### config.mk
export PLATFORM = sky130hd
export DESIGN_NAME = fetch_stage
export DESIGN_NICKNAME = d
export VERILOG_FILES = /design/src/rtl/fetch_pkg.sv /design/src/rtl/fetch_if_id_reg.sv /design/src/rtl/fetch_stage.sv
export SDC_FILE = /design/constraint.sdc
export NUM_CORES = 1
export LEC_CHECK = 0
export ABC_AREA = 1
export CELL_PAD_IN_SITES_DETAIL_PLACEMENT = 1
export CELL_PAD_IN_SITES_GLOBAL_PLACEMENT = 1
export CORE_ASPECT_RATIO = 1.75
export CORE_UTILIZATION = 34
export DETAILED_ROUTE_END_ITERATION = 8
export GPL_TIMING_DRIVEN = 1
export PLACE_DENSITY_LB_ADDON = 0.1
export SKIP_LAST_GASP = 1
export SLEW_MARGIN = 10
export SYNTH_ARGS = -nofsm -noshare
export SYNTH_HDL_FRONTEND = slang
export SYNTH_SLANG_ARGS = --single-unit
### constraint.sdc
create_clock -name clk -period 2.5 [get_ports clk]
set_clock_uncertainty 0.2 [all_clocks]
set_input_delay 0.75 -clock clk [delete_from_list [all_inputs] [get_ports clk]]
set_output_delay 0.75 -clock clk [all_outputs]
set_load 0.01 [all_outputs]
### src/rtl/fetch_pkg.sv
// Shared widths, constants and the IF/ID payload type for the fetch stage.
package fetch_pkg;

    localparam int unsigned XLEN  = 32;
    localparam int unsigned CNT_W_DEF = 32;

    localparam logic [XLEN-1:0] RESET_PC_DEF = 32'h0000_0000;
    localparam logic [XLEN-1:0] NOP_INSTR    = 32'h0000_0013;
    localparam logic [XLEN-1:0] ALIGN_MASK   = ~XLEN'(3);

    typedef struct packed {
        logic            valid;
        logic [XLEN-1:0] instr;
        logic [XLEN-1:0] pc;
        logic [XLEN-1:0] pc_plus4;
    } if_id_t;

endpackage

### src/rtl/fetch_if_id_reg.sv
// IF/ID pipeline register: loads when empty or drained, flushes on redirect, holds on stall.
module fetch_if_id_reg
    import fetch_pkg::*;
(
    input  logic            clk,
    input  logic            reset,
    input  logic            flush,
    input  logic            ready,
    input  logic [XLEN-1:0] fetch_instr,
    input  logic [XLEN-1:0] fetch_pc,
    output logic            load_en_c,
    output if_id_t          if_id
);

    if_id_t if_id_d;

    // Next-state: flush beats load, load beats hold.
    always_comb begin
        if_id_d   = if_id;
        load_en_c = !if_id.valid || ready;
        if (flush) begin
            if_id_d.valid = 1'b0;
            if_id_d.instr = NOP_INSTR;
        end else if (load_en_c) begin
            if_id_d.valid    = 1'b1;
            if_id_d.instr    = fetch_instr;
            if_id_d.pc       = fetch_pc;
            if_id_d.pc_plus4 = fetch_pc + XLEN'(4);
        end
    end

    always_ff @(posedge clk) begin
        if (reset) begin
            if_id <= '{valid: 1'b0, instr: NOP_INSTR, pc: '0, pc_plus4: '0};
        end else begin
            if_id <= if_id_d;
        end
    end

endmodule

### src/rtl/fetch_stage.sv
// Instruction-fetch stage: PC, next-PC mux, handoff counter and IF/ID register.
// Optional misaligned-redirect trap enabled by defining FETCH_MISALIGN_TRAP_EN.
module fetch_stage
    import fetch_pkg::*;
#(
    parameter logic [XLEN-1:0] RESET_PC = RESET_PC_DEF,
    parameter int unsigned     CNT_W    = CNT_W_DEF
) (
    input  logic             clk,
    input  logic             reset,
    output logic [XLEN-1:0]  imem_addr,
    input  logic [XLEN-1:0]  imem_rdata,
    input  logic             redirect_valid,
    input  logic [XLEN-1:0]  redirect_pc,
    input  logic             id_ready,
    output logic             id_valid,
    output logic [XLEN-1:0]  id_instr,
    output logic [XLEN-1:0]  id_pc,
    output logic [XLEN-1:0]  id_pc_plus4,
    output logic [CNT_W-1:0] instr_count
`ifdef FETCH_MISALIGN_TRAP_EN
    ,
    output logic             misalign_trap,
    output logic [XLEN-1:0]  trap_addr
`endif
);

    logic [XLEN-1:0] pc_q;
    logic [XLEN-1:0] pc_d;
    logic            load_en_c;
    logic            trap_d;
    if_id_t          if_id;

    fetch_if_id_reg u_if_id (
        .clk         (clk),
        .reset       (reset),
        .flush       (redirect_valid),
        .ready       (id_ready),
        .fetch_instr (imem_rdata),
        .fetch_pc    (pc_q),
        .load_en_c   (load_en_c),
        .if_id       (if_id)
    );

    assign imem_addr   = pc_q;
    assign id_valid    = if_id.valid;
    assign id_instr    = if_id.instr;
    assign id_pc       = if_id.pc;
    assign id_pc_plus4 = if_id.pc_plus4;

    // Next PC: redirect first, then sequential advance whenever IF/ID accepts a word.
    always_comb begin
        pc_d   = pc_q;
        trap_d = 1'b0;
        if (redirect_valid) begin
`ifdef FETCH_MISALIGN_TRAP_EN
            if (redirect_pc[1:0] != 2'b00) begin
                trap_d = 1'b1;
            end else begin
                pc_d = redirect_pc;
            end
`else
            pc_d = redirect_pc & ALIGN_MASK;
`endif
        end else if (load_en_c) begin
            pc_d = pc_q + XLEN'(4);
        end
    end

    always_ff @(posedge clk) begin
        if (reset) begin
            pc_q        <= RESET_PC;
            instr_count <= '0;
        end else begin
            pc_q <= pc_d;
            if (id_valid && id_ready) begin
                instr_count <= instr_count + CNT_W'(1);
            end
        end
    end

`ifdef FETCH_MISALIGN_TRAP_EN
    // Single-cycle trap pulse; the faulting target stays visible until the next trap.
    always_ff @(posedge clk) begin
        if (reset) begin
            misalign_trap <= 1'b0;
            trap_addr     <= '0;
        end else begin
            misalign_trap <= trap_d;
            if (trap_d) begin
                trap_addr <= redirect_pc;
            end
        end
    end
`else
    logic unused_trap;
    assign unused_trap = trap_d;
`endif

endmodule

==> results.md <==
Run status:
- The flow ran to the end, and the final reports show no timing, DRC or antenna violations.

Placed design:
- Summed over all nets, the half-perimeter wirelength after detailed placement is between 15000 and 20000 um.
- The global placement routability congestion is between 0.8 and 0.9.
- Before CTS, the worst setup slack after placement is -194 ps.
- The number of input and output port buffers inserted is 220.
- The number of cells in the design after placement is about 1400.

Worst setup path:
- By startpoint and endpoint, the worst setup path is classified as flop to primary output.
- Counting cells, the worst reg-to-reg path comes to 8.
- The largest incremental delay on the critical path is 600 ps.
- Counting both buffers and inverters, the worst setup path holds a total of 1.
- On the critical path the largest part of the delay comes from buffers and inverters.
- Data arrives at the worst endpoint at 1520 ps.
- The signal on the critical path passes through clkdlybuf4s50_1.
- The biggest fanout along the worst timing path is 6.
- The critical path startpoint category is a flop.
- The type of destination of the critical path is a primary output.
- The library cell contributing the largest single delay on the critical path is clkdlybuf4s50_1.
- The critical path depth is 1.
- The required time at the worst-slack endpoint is approximately 1600 ps.

Cells and area:
- The growth of design area from synthesis to finish is 48.2%.
- After the last flow step, the layout net total stands at roughly 1300.
- The most common library cell in the layout ignoring fill and taps is nand2_1.
- In the layout the commonest cells are 234 x nand2_1, 216 x clkdlybuf4s50_1, 173 x nor2_1.
- The multi-input combinational cell area is 3130 um^2.
- The number of antenna repair diodes is 0.
- In the final layout, the share of cells above drive strength 1 is 0.0765.
- Across the whole layout, storage elements account for between 3000 and 4000 um^2.
- The fill cell instance count of the final layout is approximately 2400.
- The filler-free cell count of the finished design is ~1400.

Yosys:
- The post-synthesis area per instance is 7.00 um^2.
- The number of warnings reported in the yosys synthesis log is 0.
- The register bit count reported by yosys is between 150 and 200.
- The top-area cell type share of the netlist area is 0.464.
- After synthesis, the cell types taking the most area are dfxtp_1 46%, nand2_1 13%, nor2_1 9.7%.
- The synthesized design spends more area on one cell type than any other, namely dfxtp_1.
- Yosys mapped the design onto 29 distinct sky130hd cell types.
- For this run, the register share of the synthesized area comes to 0.464.
- The total standard cell area after synthesis is approximately 6700 um^2.
- After technology mapping, the gate count stands at around 960.

Global route:
- The number of antenna violations at the first check in global routing was 0.
- The largest net degree at the start of global routing is 34.
- The number of global-route vias before repair is around 7600.
- For this run the aggregate overflow at the end of global routing stands at 0.
- The first global-routing pass estimated approximately 38000 um of wire.
- The overall routing resource usage is 0.246.

Timing:
- The final hold violation count is 0.
- The number of endpoints failing setup at the final stage is 0.
- Across all setup checks in the final design, the least slack found is between 30 and 40 ps.
- The final count of pins violating max slew is 0.
- The ratio of final minimum period to clock period is 0.986.
- The routed design could run at a clock period as short as approximately 2500 ps.
- The headroom to the max-slew limit is 0.602.
- For the pin with the worst max-slew slack, the measured transition is 592 ps.
- Setup repair after global routing left no endpoint under its margin.
- Static timing analysis puts the maximum clock frequency at ~400 MHz.
- The tightest hold margin is between 200 and 300 ps.

Power and ir drop:
- The peak supply drop is between 300 and 400 uV.
- The power per unit of standard cell area is just over 600 nW/um^2.
- The analysis attributes to cell leakage a power of slightly below 4 nW.
- The post-route total power is 0.00604 W.

Min path:
- The worst min-delay path class is flop to flop.
- The worst hold path depth is 2.

Detailed routing:
- The detail route stage leaves a number of antenna-violating nets equal to 0.
- In the routed layout, each cell is associated on average with a via count of 4.91.
- The number of iterations in the first detailed-routing pass is 4.
- The routed wire length is 23800 um.
- After detailed routing, the number of remaining DRC violations is 0.
- The DRC violation total after the first TritonRoute iteration is around 290.
- The detail-routed net length per standard cell is 16.5 um.
- The via count is a little over 7000.

Job:
- Across the run, the number of max-cap violations was 0.

Floorplan:
- In this run the standard cell core region covers 19200 um^2.
- 229 I/O pins were placed.
- The horizontal extent of the die is 108 um.
- The floorplan step defined a die boundary enclosing roughly 20000 um^2.
- The placement row count is 67.
- For this configuration, the core starts out at a cell density of 0.349.
- From bottom edge to top edge, the die measures between 150 and 200 um.

Clock tree:
- The clock latency on the worst-skew pair is between 400 and 500 ps.
- TritonCTS built the clock tree.
- The number of buffers created by CTS is 17.
- The clock passes through at most 2 buffers.
- The post-CTS clock slew at the launch and capture registers of the worst setup and hold paths is 60 ps.
- The clock root buffer master is clkbuf_16.
- The clock tree synthesis step divided the H-tree into 4 levels.
- The clock sink count is around 160.
[where the power goes]
part	switching (W)	internal, W
logic	0.000345	0.000373
registers	0.0000897	0.00258
clock network	0.00102	0.00163
[worst paths after layout]
| kind | start | endpoint | slack (ps) |
|---|---|---|---|
| max | imem_addr[9]$_SDFFE_PP0P_ | imem_addr[9] | 30 |
| max reg2reg | imem_addr[3]$_SDFFE_PP0P_ | u_if_id.if_id[14]$_SDFFE_PP0P_ | 360 |
| min reg2reg | u_if_id.if_id[3]$_SDFFE_PP0P_ | u_if_id.if_id[3]$_SDFFE_PP0P_ | 260 |
| min | u_if_id.if_id[3]$_SDFFE_PP0P_ | u_if_id.if_id[3]$_SDFFE_PP0P_ | 260 |
[metal layers]
metal / GRT usage / share of wire
met5: 0 / 0
met4: 0.109 / 0.032
met3: 0.0723 / 0.057
met2: 0.469 / 0.55
met1: 0.234 / 0.36
[synthesized netlist by cell type]
master / n
a211oi_1: 1
a21oi_1: 86
a22oi_1: 21
a31oi_1: 8
and2_1: 1
buf_1: 3
buf_2: 10
buf_4: 6
clkbuf_1: 28
conb_1: 1
dfxtp_1: 155
ha_1: 2
inv_1: 70
inv_2: 3
nand2_1: 234
nand2_2: 2
nand3_1: 36
nand3_2: 1
nand4_1: 10
nor2_1: 173
nor2_2: 5
nor2_4: 4
nor3_1: 8
nor3_4: 1
nor3b_1: 3
o21ai_0: 69
or2_1: 1
xnor2_1: 2
xor2_1: 12
[per-stage QoR]
stage	TNS (ps)	utilization	cell area [um^2]
2_1_floorplan	0	-	6710
3_3_place_gp	-2440	0.485	9310
3_5_place_dp	-6100	0.485	9310
4_1_cts	0	0.516	9910
5_1_grt	0	0.517	9920
6_report	0	0.517	9920
[sequential cells by signal (all words and copies together) (netlist names)]
name	flops
u_if_id.if_id	93
instr_count	32
imem_addr	30
[final cells by class]
class / count / area share
Sequential cell: 155 / 0.314
Multi-Input combinational cell: 686 / 0.315
Tap cell: 241 / 0.0304
Clock inverter: 7 / 0.0116
Clock buffer: 23 / 0.0482
Timing Repair Buffer: 259 / 0.253
Inverter: 73 / 0.0276
[cell families after synthesis]
logic type,Yosys count,synth area share
AOI/OAI and AO/OA,185,0.148
DFF,155,0.464
adders and majority gates,2,0.00374
xor gates and xnor gates,14,0.0183
other,1,0.000560
buffers and inverters,120,0.0725
and+or+nand+nor,479,0.293
[worst min-delay path, delay by kind of cell (launching register included)]
kind            cells  cell delay (ps)
flops               1              310
simple gates        1               60
compound gates      1               50
[timing repair]
item,CTS,global route
setup buffers,0,0
endpoints found under the setup margin,4,8
hold buffers,0,0
resized for setup,4,8
(Power assumes the default switching activity.)
